### config.mk
export PLATFORM = sky130hd
export DESIGN_NAME = id_ex_stage
export DESIGN_NICKNAME = d
export VERILOG_FILES = /design/src/rtl/core_pkg.sv /design/src/rtl/load_use_detect.sv /design/src/rtl/id_ex_stage.sv
export SDC_FILE = /design/constraint.sdc
export NUM_CORES = 1
export LEC_CHECK = 0
export ABC_AREA = 0
export BUFFER_PORTS_ARGS = -buffer_cell sky130_fd_sc_hd__buf_2
export CORE_UTILIZATION = 35
export CTS_BUF_LIST = sky130_fd_sc_hd__clkbuf_16
export DETAILED_ROUTE_END_ITERATION = 8
export HOLD_SLACK_MARGIN = 0.03
export PLACE_DENSITY_LB_ADDON = 0.15
export SLEW_MARGIN = 20
export SYNTH_ARGS = -nofsm -noshare
export SYNTH_HDL_FRONTEND = slang
export SYNTH_HIERARCHICAL = 1
export SYNTH_SLANG_ARGS = --single-unit
### constraint.sdc
create_clock -name clk -period 2.8 [get_ports clk]
set_clock_uncertainty 0.1 [all_clocks]
set_input_delay 0.56 -clock clk [delete_from_list [all_inputs] [get_ports clk]]
set_output_delay 0.56 -clock clk [all_outputs]
set_load 0.02 [all_outputs]
### src/rtl/core_pkg.sv
// Shared definitions for the 5-stage RV32I core: control-bundle layout and
// register-index constants used by the decode/execute pipeline blocks.
package core_pkg;

    // Control bundle {RegWrite, MemRead, MemWrite, MemToReg, ALUSrc, Branch, ALUOp[3:0]}
    localparam int unsigned CTRL_W        = 10;
    localparam int unsigned CTRL_REGWRITE = 9;
    localparam int unsigned CTRL_MEMREAD  = 8;
    localparam int unsigned CTRL_MEMWRITE = 7;
    localparam int unsigned CTRL_MEMTOREG = 6;
    localparam int unsigned CTRL_ALUSRC   = 5;
    localparam int unsigned CTRL_BRANCH   = 4;
    localparam int unsigned CTRL_ALUOP_HI = 3;
    localparam int unsigned CTRL_ALUOP_LO = 0;

    localparam int unsigned REG_IDX_W = 5;
    localparam logic [REG_IDX_W-1:0] REG_ZERO = 5'd0;

    // Structured view of the control bundle; bit order matches the offsets above.
    typedef struct packed {
        logic       reg_write;
        logic       mem_read;
        logic       mem_write;
        logic       mem_to_reg;
        logic       alu_src;
        logic       branch;
        logic [3:0] alu_op;
    } ctrl_t;

endpackage

### src/rtl/load_use_detect.sv
// Load-use hazard detection (purely combinational).
// Ports:
//   ex_valid, ex_mem_read, ex_rd   - instruction currently in EX
//   id_valid, id_rs1/id_rs2        - instruction currently in ID
//   id_uses_rs1/id_uses_rs2        - which ID source fields are real reads
//   hazard_c                       - ID depends on a load still in EX
module load_use_detect
    import core_pkg::*;
(
    input  logic                 ex_valid,
    input  logic                 ex_mem_read,
    input  logic [REG_IDX_W-1:0] ex_rd,
    input  logic                 id_valid,
    input  logic [REG_IDX_W-1:0] id_rs1,
    input  logic [REG_IDX_W-1:0] id_rs2,
    input  logic                 id_uses_rs1,
    input  logic                 id_uses_rs2,
    output logic                 hazard_c
);

    logic rs1_match;
    logic rs2_match;

    // Only fields the instruction actually reads can create a dependency.
    assign rs1_match = id_uses_rs1 && (id_rs1 == ex_rd);
    assign rs2_match = id_uses_rs2 && (id_rs2 == ex_rd);

    // x0 is never a real destination, so a load to x0 cannot stall.
    assign hazard_c = ex_valid && ex_mem_read && (ex_rd != REG_ZERO) &&
                      id_valid && (rs1_match || rs2_match);

endmodule

### src/rtl/id_ex_stage.sv
// ID/EX pipeline register with load-use stall / bubble injection.
// Ports:
//   clk, rst_n             - clock, async active-low reset
//   id_*, IF_ID_*          - decoded instruction from ID
//   ex_flush               - taken branch/jump in EX; kill ID instruction
//   hold                   - downstream stall; freeze this register
//   ID_EX_*                - registered operands/control for EX and forwarding
//   load_use_stall         - combinational; hold PC and IF/ID this cycle
//   bubble_cnt, flush_cnt  - wrapping event counters
module id_ex_stage
    import core_pkg::*;
#(
    parameter int unsigned XLEN  = 32,
    parameter int unsigned CNT_W = 32
) (
    input  logic                 clk,
    input  logic                 rst_n,
    input  logic                 id_valid,
    input  logic [XLEN-1:0]      id_pc,
    input  logic [XLEN-1:0]      id_rs1_data,
    input  logic [XLEN-1:0]      id_rs2_data,
    input  logic [XLEN-1:0]      id_imm,
    input  logic [REG_IDX_W-1:0] IF_ID_RegisterRs1,
    input  logic [REG_IDX_W-1:0] IF_ID_RegisterRs2,
    input  logic [REG_IDX_W-1:0] IF_ID_RegisterRd,
    input  logic                 id_uses_rs1,
    input  logic                 id_uses_rs2,
    input  logic [CTRL_W-1:0]    id_ctrl,
    input  logic                 ex_flush,
    input  logic                 hold,
    output logic                 ID_EX_valid,
    output logic [XLEN-1:0]      ID_EX_pc,
    output logic [XLEN-1:0]      ID_EX_rs1_data,
    output logic [XLEN-1:0]      ID_EX_rs2_data,
    output logic [XLEN-1:0]      ID_EX_imm,
    output logic [REG_IDX_W-1:0] ID_EX_RegisterRs1,
    output logic [REG_IDX_W-1:0] ID_EX_RegisterRs2,
    output logic [REG_IDX_W-1:0] ID_EX_RegisterRd,
    output logic [CTRL_W-1:0]    ID_EX_ctrl,
    output logic                 load_use_stall,
    output logic [CNT_W-1:0]     bubble_cnt,
    output logic [CNT_W-1:0]     flush_cnt
);

    logic hz_c;
    logic insert_bubble_c;

    load_use_detect u_load_use_detect (
        .ex_valid    (ID_EX_valid),
        .ex_mem_read (ID_EX_ctrl[CTRL_MEMREAD]),
        .ex_rd       (ID_EX_RegisterRd),
        .id_valid    (id_valid),
        .id_rs1      (IF_ID_RegisterRs1),
        .id_rs2      (IF_ID_RegisterRs2),
        .id_uses_rs1 (id_uses_rs1),
        .id_uses_rs2 (id_uses_rs2),
        .hazard_c    (hz_c)
    );

    // A flush kills the dependent instruction, so there is nothing to stall for.
    assign load_use_stall = hz_c && !ex_flush;

    // Flush beats hold; a load-use bubble waits until hold drops.
    assign insert_bubble_c = ex_flush || (!hold && hz_c);

    // Pipeline register; bubbles clear everything so forwarding never matches them.
    always_ff @(posedge clk or negedge rst_n) begin
        if (!rst_n) begin
            ID_EX_valid       <= 1'b0;
            ID_EX_pc          <= '0;
            ID_EX_rs1_data    <= '0;
            ID_EX_rs2_data    <= '0;
            ID_EX_imm         <= '0;
            ID_EX_RegisterRs1 <= REG_ZERO;
            ID_EX_RegisterRs2 <= REG_ZERO;
            ID_EX_RegisterRd  <= REG_ZERO;
            ID_EX_ctrl        <= '0;
        end else if (insert_bubble_c) begin
            ID_EX_valid       <= 1'b0;
            ID_EX_pc          <= '0;
            ID_EX_rs1_data    <= '0;
            ID_EX_rs2_data    <= '0;
            ID_EX_imm         <= '0;
            ID_EX_RegisterRs1 <= REG_ZERO;
            ID_EX_RegisterRs2 <= REG_ZERO;
            ID_EX_RegisterRd  <= REG_ZERO;
            ID_EX_ctrl        <= '0;
        end else if (!hold) begin
            ID_EX_valid       <= id_valid;
            ID_EX_pc          <= id_pc;
            ID_EX_rs1_data    <= id_rs1_data;
            ID_EX_rs2_data    <= id_rs2_data;
            ID_EX_imm         <= id_imm;
            ID_EX_RegisterRs1 <= IF_ID_RegisterRs1;
            ID_EX_RegisterRs2 <= IF_ID_RegisterRs2;
            ID_EX_RegisterRd  <= id_valid ? IF_ID_RegisterRd : REG_ZERO;
            ID_EX_ctrl        <= id_valid ? id_ctrl : '0;
        end
    end

    // Event counters, wrapping; hold never blocks a flush or a bubble count.
    always_ff @(posedge clk or negedge rst_n) begin
        if (!rst_n) begin
            bubble_cnt <= '0;
            flush_cnt  <= '0;
        end else if (ex_flush) begin
            flush_cnt  <= flush_cnt + CNT_W'(1);
        end else if (!hold && hz_c) begin
            bubble_cnt <= bubble_cnt + CNT_W'(1);
        end
    end

endmodule

==> results of run 1 <==
==> area by class of cell <==
| class | instances | area (sq um) |
|---|---|---|
| fill | 2192 | 11900 |
| clock inverter | 21 | 96.3 |
| multi-input combinational | 351 | 2860 |
| inverter | 4 | 15.0 |
| tap | 319 | 399 |
| sequential | 218 | 5460 |
| timing repair buffer | 403 | 2190 |
| antenna | 1 | 2.50 |
| clock buffer | 25 | 626 |
==> logic make-up (layout without fill, tap and decap cells) <==
group                    after synthesis  after routing
flip-flops                           218            218
other                                  0              1
buffers and inverters                 45            453
multiplexers                           2              2
adder cells (fa/ha/maj)                2              2
AND/OR/NAND/NOR                      119            119
XOR/XNOR                              72             72
AO/OA/AOI/OAI                        156            156
==> cells in the final DEF, fill, tap and decap left out, types with 3 or more instances in the layout <==
master     count
clkinv_2       7
nor3_1         5
nand4_1       24
xor2_1        28
nand3_1       18
clkbuf_16     25
nand3_2        3
nor4_1         4
clkinv_1       8
nor4_2         7
and3_1        15
xnor2_1       44
and4_1         6
nor2_1         7
nand2_1       16
inv_1          8
buf_4         17
a22o_1       153
dfrtp_2        4
buf_2        376
dfrtp_1      214
buf_12         7
==> report_power, final <==
group	total (mW)	internal (mW)	switching, mW
Combinational	0.925	0.368	0.557
Clock	2.88	1.62	1.26
Sequential	3.46	3.32	0.134
==> per-layer routing <==
| layer | up-vias | GRT usage (%) |
|---|---|---|
| met5 | - | 0 |
| met4 | 2 | 5.27 |
| met3 | 34 | 5.45 |
| met2 | 257 | 31.0 |
| met1 | 3216 | 25.0 |
| li1 | 3079 | - |
==> flip-flops by register name, summed over array words and instances, names as in the netlist <==
| signal | cells |
|---|---|
| ID_EX_RegisterRs2 | 5 |
| ID_EX_imm | 32 |
| ID_EX_valid | 1 |
| ID_EX_ctrl | 10 |
| bubble_cnt | 32 |
| ID_EX_RegisterRs1 | 5 |
| ID_EX_rs1_data | 32 |
| ID_EX_RegisterRd | 5 |
| flush_cnt | 32 |
| ID_EX_pc | 32 |
| ID_EX_rs2_data | 32 |
==> worst reg2reg max path: cells and delay by family, from the launching register on <==
family | cells | cell delay [ps]
buffers and inverters | 3 | 550
DFF | 1 | 430
AOI/OAI and AO/OA | 3 | 490
and+or+nand+nor | 2 | 810
==> timing repair <==
item | CTS | global route
hold buffers | 1 | 0
resized for setup | 10 | 5
endpoints found under the setup margin | 1 | 4
pin swaps | 4 | 4
buffers inserted | 5 | 2
hold endpoints to repair | 39 | 0
==> worst max-delay path by stage <==
stage | from | to | slack (ps) | cells after the start
finish | ID_EX_RegisterRd[4]$_DFFE_PN0P_ | load_use_stall | 80 | 5
global route | ID_EX_RegisterRd[3]$_DFFE_PN0P_ | load_use_stall | -70 | 6
CTS | ID_EX_RegisterRd[2]$_DFFE_PN0P_ | load_use_stall | 4 | 6
detailed placement | ID_EX_RegisterRd[2]$_DFFE_PN0P_ | ID_EX_ctrl[9]$_DFFE_PN0P_ | 30 | 7
global placement | IF_ID_RegisterRs1[2] | bubble_cnt[31]$_DFFE_PN0P_ | 100 | 11
floorplan | IF_ID_RegisterRs1[2] | bubble_cnt[15]$_DFFE_PN0P_ | 360 | 10
==> cells in the mapped netlist (2+ instances only) <==
master / count
inv_1: 4
nor2b_1: 2
nand3_2: 3
xnor2_1: 44
xor2_1: 28
buf_4: 3
nand4b_1: 2
nor3_2: 2
dfrtp_1: 218
mux2_2: 2
nand2_1: 16
buf_2: 12
and3_1: 15
nand3_1: 18
nor4_1: 6
nor3_1: 5
and4_1: 6
a22o_1: 153
clkbuf_1: 26
nand4_1: 24
nor4_2: 5
ha_1: 2
nor2_1: 7
==> metrics by stage <==
step	instances	total power [mW]	setup slack (ps)	TNS [ps]	utilization, %
5_1_grt	1342	7.60	-65.9	-65.9	49.4
6_report	1342	7.26	83.7	0	49.4
2_1_floorplan	614	3.97	362	0	-
4_1_cts	1339	7.39	3.85	0	49.3
3_5_place_dp	1287	4.44	29.2	0	45.9
3_3_place_gp	1287	4.43	96.3	0	45.9
==> key figures, run 1 <==
Synthesis
  • Post-Syn Nets: 776
  • Avg Inst Size Synth: roughly 14 sq um
  • Synthesized area: between 0.008 and 0.009 sq mm
  • Synth area leaders: dfrtp_1, a22o_1, xnor2_1, xor2_1, nand4_1
  • Synth top area share: 64.6%
  • Adder-cell share of the synthesized area: less than 1%
  • Syn. warnings: 6
  • Yosys reg bits: 218
  • Synth Instances: around 600
  • Mux contribution to synthesized area: less than 1%
  • Complex-gate fraction of the synthesized area: around 16%
  • Post-synthesis xor/xnor area fraction: around 7.5%
  • Post-synth EDFFs: 0
  • Share of synthesized area occupied by flip-flops and latches: 64.6%
  • Ys async rst share: 100%
  • Largest family of logic cells by synthesized area: compound AO/OA/AOI/OAI gates
  • Commonest register cell after synthesis: dfrtp_1
  • Post-Synth Simple-Gate Area: ~9.0%
  • Distinct cells, synth: 34
  • Dominant cell type by area after synthesis: dfrtp_1

Clock tree
  • Clock buffer depth: 3
  • Worst-Skew Late Latency: slightly above 500 ps
  • Depth of the CTS H-tree: 1
  • Root buf cell: clkbuf_16
  • Clk slew on worst S/H paths: 60 ps
  • TritonCTS clock tree: done
  • Inserted Clock Buffers: 25
  • CTS Sinks: 218

Worst setup path
  • Critical path class: register to output pin
  • R2r setup slk: 350 ps
  • CP max stage delay: approximately 530 ps
  • Crit end category: output pin
  • Critical R2R Launch: ID_EX_RegisterRd[4]$_DFFE_PN0P_
  • Crit path max fanout: 4
  • Worst Path Arrival: 2060 ps
  • Worst path slowest cell: or4_4
  • Worst path bufs/invs: 1
  • Worst Path Required: 2140 ps
  • R2r worst-path depth: 8
  • Reg2Reg Capture Point: ID_EX_rs1_data[30]$_DFFE_PN0P_
  • Cell family with most CP delay: simple AND/OR/NAND/NOR gates
  • Worst-path cell chain: or4_4, o2111ai_4, a21oi_2, nor2b_4, buf_6
  • CP startpoint kind: register

Die
  • Starting Density: around 36%
  • FP Rows: 56
  • # IOs: between 300 and 400
  • Chip width: roughly 160 microns
  • DIE AREA: approximately 0.025 sq mm
  • Core ar.: 0.0235 sq mm
  • Die height: around 160 microns

Global route
  • Global Route Usage Sum: a little under a fifth
  • Vias in the first global route: between 6000 and 7000
  • GRT overflow: 0
  • First-pass GRT wire length: between 30000 and 40000 microns
  • Initial antenna violation count: 2
  • Largest net degree at the start of global routing: 75

Hold path
  • Hold Path Class: input pin to register
  • Hold depth: 2
  • Hold_sp: IF_ID_RegisterRd[3]
  • Hold EP: ID_EX_RegisterRd[3]$_DFFE_PN0P_

Place
  • Port Buf Inserts: approximately 380
  • Routability-driven placement congestion ratio: between 0.7 and 0.8
  • Area after DPL: 0.0108 sq mm
  • Detail Placement HPWL: around 18000 microns

Timing
  • Slew Limit Fails: 0
  • Max Clock Freq: between 0.3 and 0.4 GHz
  • Slew Limit Headroom: ~55%
  • Period utilization: between 90% and 100%
  • Final setup violating endpoints: 0
  • Slew @ Worst Pin: between 600 and 700 ps
  • Fin. Hold Viols: 0
  • Tmin final: approximately 2700 ps
  • RSZ-0062 raised after global routing: true
  • Final hold slack: 156 ps

Routing
  • Vias/cell: 4.91
  • Via Count: roughly 6600
  • Max Used Layer: met5
  • Number of DRC markers in iteration 0: 333
  • DRC violations left: 0
  • Routed length on met2: approximately 12000 microns
  • Metal-1 WL: 10300 microns
  • WL met3: 2110 microns
  • Routed Antenna Nets: 0
  • Final WL: between 20000 and 25000 microns
  • Wire per inst: around 18 microns
  • DRT Pass-1 Iters: 5

Final layout
  • Syn-to-layout area delta: 37.8%
  • Design area: roughly 0.012 sq mm
  • Share of layout cells above drive strength 1: between 40% and 50%
  • Fin nets: 1165

Job
  • Max Cap Viol: 0

Pwr
  • VDD IR-drop max: around 0.00034 V
  • Cell Pwr Density: a little over 600 mW/mm^2
  • Leak pwr: roughly 6.4 nW

Run status
  • Status: finished clean
Note: power is estimated with default switching activity, not from simulation.
==> inputs of run 2 (changes only) <==
Settings changed: CELL_PAD_IN_SITES_DETAIL_PLACEMENT set to 2, CELL_PAD_IN_SITES_GLOBAL_PLACEMENT set to 2, CORE_UTILIZATION 35 to 29.
==> run 2 against run 1 <==
Cell area rose by 1.1%; via count increased by 4.1%; flip-flop and latch count unchanged; die area is 20% higher; first-iteration DRC count down 32%; the run now ends with setup timing left; routed wire length up 22%; global-route usage is 0.42 points higher; power up 3.4%; worst hold slack worse by 4.5 ps; sequential power hardly changed; cell count up 4.8%.
==> key figures, run 2 (same netlist as run 1, synthesis figures left out) <==
Global route
  • Global Route Usage Sum: 19.6% (+0.42 points)
  • Initial antenna violation count: 3 (+1)
  • GRT overflow: 0 (unchanged)
  • Vias in the first global route: 7333 (+18%)
  • First-pass GRT wire length: 46100 microns (+27%)
  • Largest net degree at the start of global routing: 139 (+85%)

Timing
  • Fin. Hold Viols: 0 (unchanged)
  • Max Clock Freq: 0.349 GHz (-5.1%)
  • Slew @ Worst Pin: 773 ps (+102 ps)
  • Final setup violating endpoints: 1 (+1)
  • RSZ-0062 raised after global routing: true
  • Slew Limit Headroom: 48.0% (-6.9 points)
  • Period utilization: 102% (+5.2 points)
  • Setup TNS: -61.6 ps (-61.6 ps)
  • Final setup margin: -61.6 ps (-145 ps)
  • Slew Limit Fails: 0 (unchanged)
  • Final hold slack: 152 ps (-4.55 ps)
  • Tmin final: 2860 ps (+145 ps)

Die
  • DIE AREA: 0.0298 sq mm (+20%)
  • Chip width: 173 microns (+9.7%)
  • FP Rows: 62 (+11%)
  • Die height: 173 microns (+9.7%)
  • # IOs: 379 (unchanged)
  • Core ar.: 0.0287 sq mm (+22%)
  • Starting Density: 29.4% (-6.5 points)

Worst setup path
  • Worst-path cell chain: or4_4, o2111ai_4, a21oi_2, buf_4, nor2b_1, buf_4
  • Crit end category: output pin
  • Cell family with most CP delay: simple AND/OR/NAND/NOR gates
  • Worst Path Arrival: 2200 ps (+140 ps)
  • Worst path bufs/invs: 2 (+1)
  • Worst Path Required: 2140 ps (about the same)
  • Critical path class: register to output pin
  • Crit path max fanout: 5 (+1)
  • Most frequent CP cell: buf_4
  • Worst path slowest cell: or4_4
  • CP startpoint kind: register
  • CP max stage delay: 550 ps (+20 ps)
  • R2r setup slk: 140 ps (-210 ps)

Hold path
  • Hold Path Class: input pin to register

Pwr
  • VDD IR-drop max: 0.000370 V (+9.8%)
  • Leak pwr: 6.40 nW (+0.70%)
  • Cell Pwr Density: 638 mW/mm^2 (+2.3%)

Clock tree
  • Inserted Clock Buffers: 26 (+4.0%)
  • Root buf cell: clkbuf_16
  • CTS Sinks: 218 (unchanged)
  • Clk slew on worst S/H paths: 60 ps (about the same)
  • Worst-Skew Late Latency: 510 ps (about the same)
  • Depth of the CTS H-tree: 1 (unchanged)
  • TritonCTS clock tree: done
  • Clock buffer depth: 3 (unchanged)

Job
  • Max Cap Viol: 0 (unchanged)

Final layout
  • Reg area: 0.00546 sq mm (about the same)
  • Commonest cells after routing, fill and taps aside: buf_2, dfrtp_1, a22o_1
  • Design area: 0.0118 sq mm (+1.1%)
  • Utilization after layout: 41.0% (-8.4 points)
  • FILL cells: 3028 (+38%)
  • Syn-to-layout area delta: 39.4%
  • Commonest non-fill, non-tap cell in the layout: buf_2
  • Share of layout cells above drive strength 1: 44.9% (-0.65 points)
  • Fin nets: 1165 (unchanged)
  • Area of the multi-input gates: 0.00286 sq mm (about the same)

Routing
  • Via Count: 6856 (+4.1%)
  • Routed Antenna Nets: 0 (unchanged)
  • Vias/cell: 4.87 (-0.74%)
  • Final WL: 30200 microns (+22%)
  • Number of DRC markers in iteration 0: 226 (-32%)
  • DRC violations left: 0 (unchanged)
  • Wire per inst: 21.5 microns (+16%)
  • DRT Pass-1 Iters: 4 (-1)

Place
  • Port Buf Inserts: 378 (unchanged)
  • Routability-driven placement congestion ratio: 0.783 (+2.8%)
  • Detail Placement HPWL: 21200 microns (+20%)
  • Area after DPL: 0.0109 sq mm (+0.57%)
  • Pre-CTS setup slack: -35.5 ps (-64.7 ps)

Run status
  • Status: complete, but fails checks
  • Violated checks: setup timing
run 2: changes by cell type in the layout (fill, tap and decap cells not counted), sizes merged:
cell / previous run / this run
clkinvlp: 1 / 0
diode: 1 / 4
inv: 9 / 16
buf: 402 / 400
clkbuf: 25 / 28
bufinv: 0 / 1
clkinv: 15 / 4
run 2: metrics by stage:
stage	total power [mW]	instances
after floorplan	3.97	614
after global placement	4.46	1351
after detailed placement	4.47	1351
after CTS	7.63	1399
after global routing	7.83	1406
final	7.51	1407
run 2: what timing repair did:
item                                    in CTS  in global routing
endpoints found under the hold margin       61                  0
gates resized for setup                     11                  8
hold buffers                                 1                  0
buffers inserted                             3                  3
endpoints found under the setup margin       1                133
pin swaps                                    7                  3
cloned                                       0                  1
run 2: area by class of cell:
cell class,instances,share of cell area (%)
repair buffers,402,18.5
flip-flops and latches,218,46.4
well taps,384,4.08
clock buffers,27,5.74
clock inverters,17,0.765
diodes,4,0.0850
inverters,4,0.128
multi-input cells,351,24.3
run 2: worst paths after layout:
check,depth (start not counted),from,to
max,6,ID_EX_RegisterRd[4]$_DFFE_PN0P_,load_use_stall
max in group asynchronous,3,rst_n,ID_EX_rs1_data[8]$_DFFE_PN0P_
min,2,id_pc[7],ID_EX_pc[7]$_DFFE_PN0P_
min reg2reg,1,flush_cnt[31]$_DFFE_PN0P_,flush_cnt[31]$_DFFE_PN0P_
min in group asynchronous,2,rst_n,ID_EX_imm[15]$_DFFE_PN0P_
max reg2reg,8,ID_EX_RegisterRd[4]$_DFFE_PN0P_,ID_EX_rs1_data[13]$_DFFE_PN0P_
run 2: worst register-to-register path: cells and delay by family (launching register included):
family / cells / cell delay, ps
flip-flops: 1 / 440
AND/OR/NAND/NOR: 2 / 890
buffers and inverters: 3 / 650
AO/OA/AOI/OAI: 3 / 530
run 2: per-layer routing:
layer,vias to the layer above,GRT usage (%),share of wire [%]
li1,3073,-,-
met1,3502,24.9,43
met2,243,33.5,49
met3,38,4.66,6.4
met4,0,4.57,1.8
met5,-,0,0
run 2: where the power goes:
part,internal [mW],switching (mW),total (mW)
registers,3.32,0.140,3.46
logic,0.368,0.592,0.959
clock network,1.80,1.29,3.09
==> inputs of run 3 (changes only) <==
--- a/config.mk
+++ b/config.mk
@@ -7,10 +7,10 @@
 export LEC_CHECK = 0
 export ABC_AREA = 0
-export BUFFER_PORTS_ARGS = -buffer_cell sky130_fd_sc_hd__buf_2
 export CELL_PAD_IN_SITES_DETAIL_PLACEMENT = 2
 export CELL_PAD_IN_SITES_GLOBAL_PLACEMENT = 2
-export CORE_UTILIZATION = 29
+export CORE_UTILIZATION = 35
 export CTS_BUF_LIST = sky130_fd_sc_hd__clkbuf_16
 export DETAILED_ROUTE_END_ITERATION = 8
+export DONT_BUFFER_PORTS = 1
 export HOLD_SLACK_MARGIN = 0.03
 export PLACE_DENSITY_LB_ADDON = 0.15
==> constraint.sdc (replaced) <==
create_clock -name clk -period 2.8 [get_ports clk]
set_clock_uncertainty 0.1 [all_clocks]
set_input_delay 0.14 -clock clk [delete_from_list [all_inputs] [get_ports clk]]
set_output_delay 0.14 -clock clk [all_outputs]
set_load 0.02 [all_outputs]
==> run 3 against run 2 <==
Flip-flop and latch count did not move; worst hold slack got worse by 920 ps; via count decreased by 10%; routed wire length increased by 1.3%; largest power group unchanged; the flow finishes with violations (hold timing); first-iteration DRC count grew 54%; cell area is 5.4% lower; critical endpoint is now bubble_cnt[15]$_DFFE_PN0P_; global-route usage up 4.3 points; worst setup slack improved by 230 ps; sequential power is 8.4% higher; combinational power fell by 43%.
==> key figures, run 3 (same netlist as run 1, synthesis figures left out) <==
Run status
  • Status: complete, but fails checks
  • Violated checks: hold timing

Die
  • Die height: 157 microns (-8.9%)
  • Core ar.: 0.0235 sq mm (-18%)
  • Chip width: 157 microns (-8.9%)
  • # IOs: 379 (unchanged)
  • DIE AREA: 0.0248 sq mm (-17%)
  • FP Rows: 56 (-9.7%)
  • Starting Density: 35.9% (+6.5 points)

Worst setup path
  • R2r setup slk: 170 ps (+30 ps)
  • Critical path class: register to register
  • Crit path max fanout: 8 (+3)
  • Reg2Reg Capture Point: bubble_cnt[15]$_DFFE_PN0P_
  • Worst Path Required: 3070 ps (+930 ps)
  • Crit end category: register
  • Critical R2R Launch: ID_EX_RegisterRd[2]$_DFFE_PN0P_
  • Worst Path Arrival: 2900 ps (+700 ps)
  • R2r worst-path depth: 9 (+1)
  • CP startpoint kind: register

Global route
  • Largest net degree at the start of global routing: 219 (+58%)
  • First-pass GRT wire length: 44200 microns (-4.1%)
  • Global Route Usage Sum: 23.8% (+4.3 points)
  • Vias in the first global route: 6878 (-6.2%)
  • GRT overflow: 0 (unchanged)
  • Initial antenna violation count: 1 (-2)

Clock tree
  • Setup Buffers After CTS: 0 (-3)
  • Clk slew on worst S/H paths: 60 ps (about the same)
  • Root buf cell: clkbuf_16
  • CTS Sinks: 218 (unchanged)
  • Cts hold-fix bufs: 156 (+155)
  • Inserted Clock Buffers: 24 (-7.7%)
  • Depth of the CTS H-tree: 1 (unchanged)
  • TritonCTS clock tree: done
  • Worst-Skew Late Latency: 500 ps (about the same)
  • Clock buffer depth: 3 (unchanged)

Timing
  • Setup TNS: 0 ps (+61.6 ps)
  • Slew Limit Headroom: 43.3% (-4.7 points)
  • Fin. Hold Viols: 218 (+218)
  • Max Clock Freq: 0.381 GHz (+8.9%)
  • Slew @ Worst Pin: 850 ps (+76.9 ps)
  • Final hold slack: -772 ps (-924 ps)
  • Final setup violating endpoints: 0 (-1)
  • Period utilization: 93.8% (-8.4 points)
  • Slew Limit Fails: 0 (unchanged)
  • Tmin final: 2630 ps (-234 ps)
  • RSZ-0062 raised after global routing: false

Hold path
  • Hold Path Class: input pin to async pin

Routing
  • Vias/cell: 5.56 (+14%)
  • Final WL: 30600 microns (+1.3%)
  • DRC violations left: 0 (unchanged)
  • Routed Antenna Nets: 0 (unchanged)
  • Wire per inst: 27.6 microns (+29%)
  • Number of DRC markers in iteration 0: 349 (+54%)
  • Via Count: 6156 (-10%)
  • DRT Pass-1 Iters: 4 (unchanged)

Job
  • Max Cap Viol: 0 (unchanged)

Pwr
  • Leak pwr: 5.21 nW (-19%)
  • VDD IR-drop max: 0.000385 V (+4.0%)
  • Cell Pwr Density: 653 mW/mm^2 (+2.3%)

Place
  • Port Buf Inserts: 0 (-100%)
  • Detail Placement HPWL: 17900 microns (-15%)
  • Routability-driven placement congestion ratio: 0.754 (-3.8%)

Final layout
  • Utilization after layout: 47.3% (+6.3 points)
  • Commonest non-fill, non-tap cell in the layout: dfrtp_1
  • Area of the multi-input gates: 0.00282 sq mm (-1.2%)
  • Share of layout cells above drive strength 1: 8.88% (-36 points)
  • Reg area: 0.00546 sq mm (about the same)
  • Syn-to-layout area delta: 31.9%
  • Commonest cells after routing, fill and taps aside: dfrtp_1, dlygate4sd3_1, a22o_1
  • FILL cells: 2253 (-26%)
  • Fin nets: 933 (-20%)
run 3: cell type report:
| cell class | count | share of cell area (%) |
|---|---|---|
| inverters | 4 | 0.135 |
| clock buffers | 25 | 5.62 |
| clock inverters | 18 | 0.898 |
| well taps | 319 | 3.58 |
| flip-flops and latches | 218 | 49.0 |
| multi-input cells | 351 | 25.3 |
| repair buffers | 172 | 15.4 |
| diodes | 1 | 0.0225 |
run 3: how the worst max path moves through the flow:
| stage | start | endpoint | slack [ps] |
|---|---|---|---|
| 2_1_floorplan | ID_EX_RegisterRd[2]$_DFFE_PN0P_ | bubble_cnt[15]$_DFFE_PN0P_ | 380 |
| 3_3_place_gp | ID_EX_RegisterRd[2]$_DFFE_PN0P_ | bubble_cnt[15]$_DFFE_PN0P_ | 250 |
| 3_5_place_dp | ID_EX_RegisterRd[2]$_DFFE_PN0P_ | bubble_cnt[15]$_DFFE_PN0P_ | 30 |
| 4_1_cts | ID_EX_RegisterRd[2]$_DFFE_PN0P_ | bubble_cnt[15]$_DFFE_PN0P_ | 70 |
| 5_1_grt | ID_EX_RegisterRd[2]$_DFFE_PN0P_ | bubble_cnt[15]$_DFFE_PN0P_ | 5 |
| 6_report | ID_EX_RegisterRd[2]$_DFFE_PN0P_ | bubble_cnt[15]$_DFFE_PN0P_ | 170 |
run 3: stage by stage:
step / power [mW] / setup WS [ps] / std cells / area, sq um
5_1_grt: 7.52 / 5.22 / 1108 / 11100
3_3_place_gp: 4.09 / 251 / 908 / 8840
4_1_cts: 7.28 / 70.1 / 1107 / 11100
3_5_place_dp: 4.11 / 28.0 / 908 / 8840
2_1_floorplan: 3.97 / 384 / 614 / 8450
6_report: 7.27 / 173 / 1108 / 11100
run 3: power breakdown:
part	internal, mW	switching (mW)	total [mW]
registers	3.32	0.429	3.75
clock network	1.69	1.29	2.99
logic	0.308	0.235	0.543
run 3: worst max-delay path, stage by stage, from the launching register on:
cell and delay [ps]:
dfrtp_1 450, xor2_1 190, nor4_1 360, nand3_1 150, a21oi_2 210, nor3b_2 210
buf_4 160, and4_2 350, nand4_1 150, xnor2_1 170
run 3: what timing repair did:
item                       in CTS  in global routing
hold endpoints to repair      388                218
resized for setup               2                  2
setup endpoints to repair       2                 16
gates cloned                    0                  0
run 3: layer usage:
layer	GRT usage, %	part of all wire, %	vias up
met2	42.8	52	292
met1	26.3	36	3195
met5	0	0	-
met3	7.30	8.7	65
li1	-	-	2604
met4	9.02	3.3	0
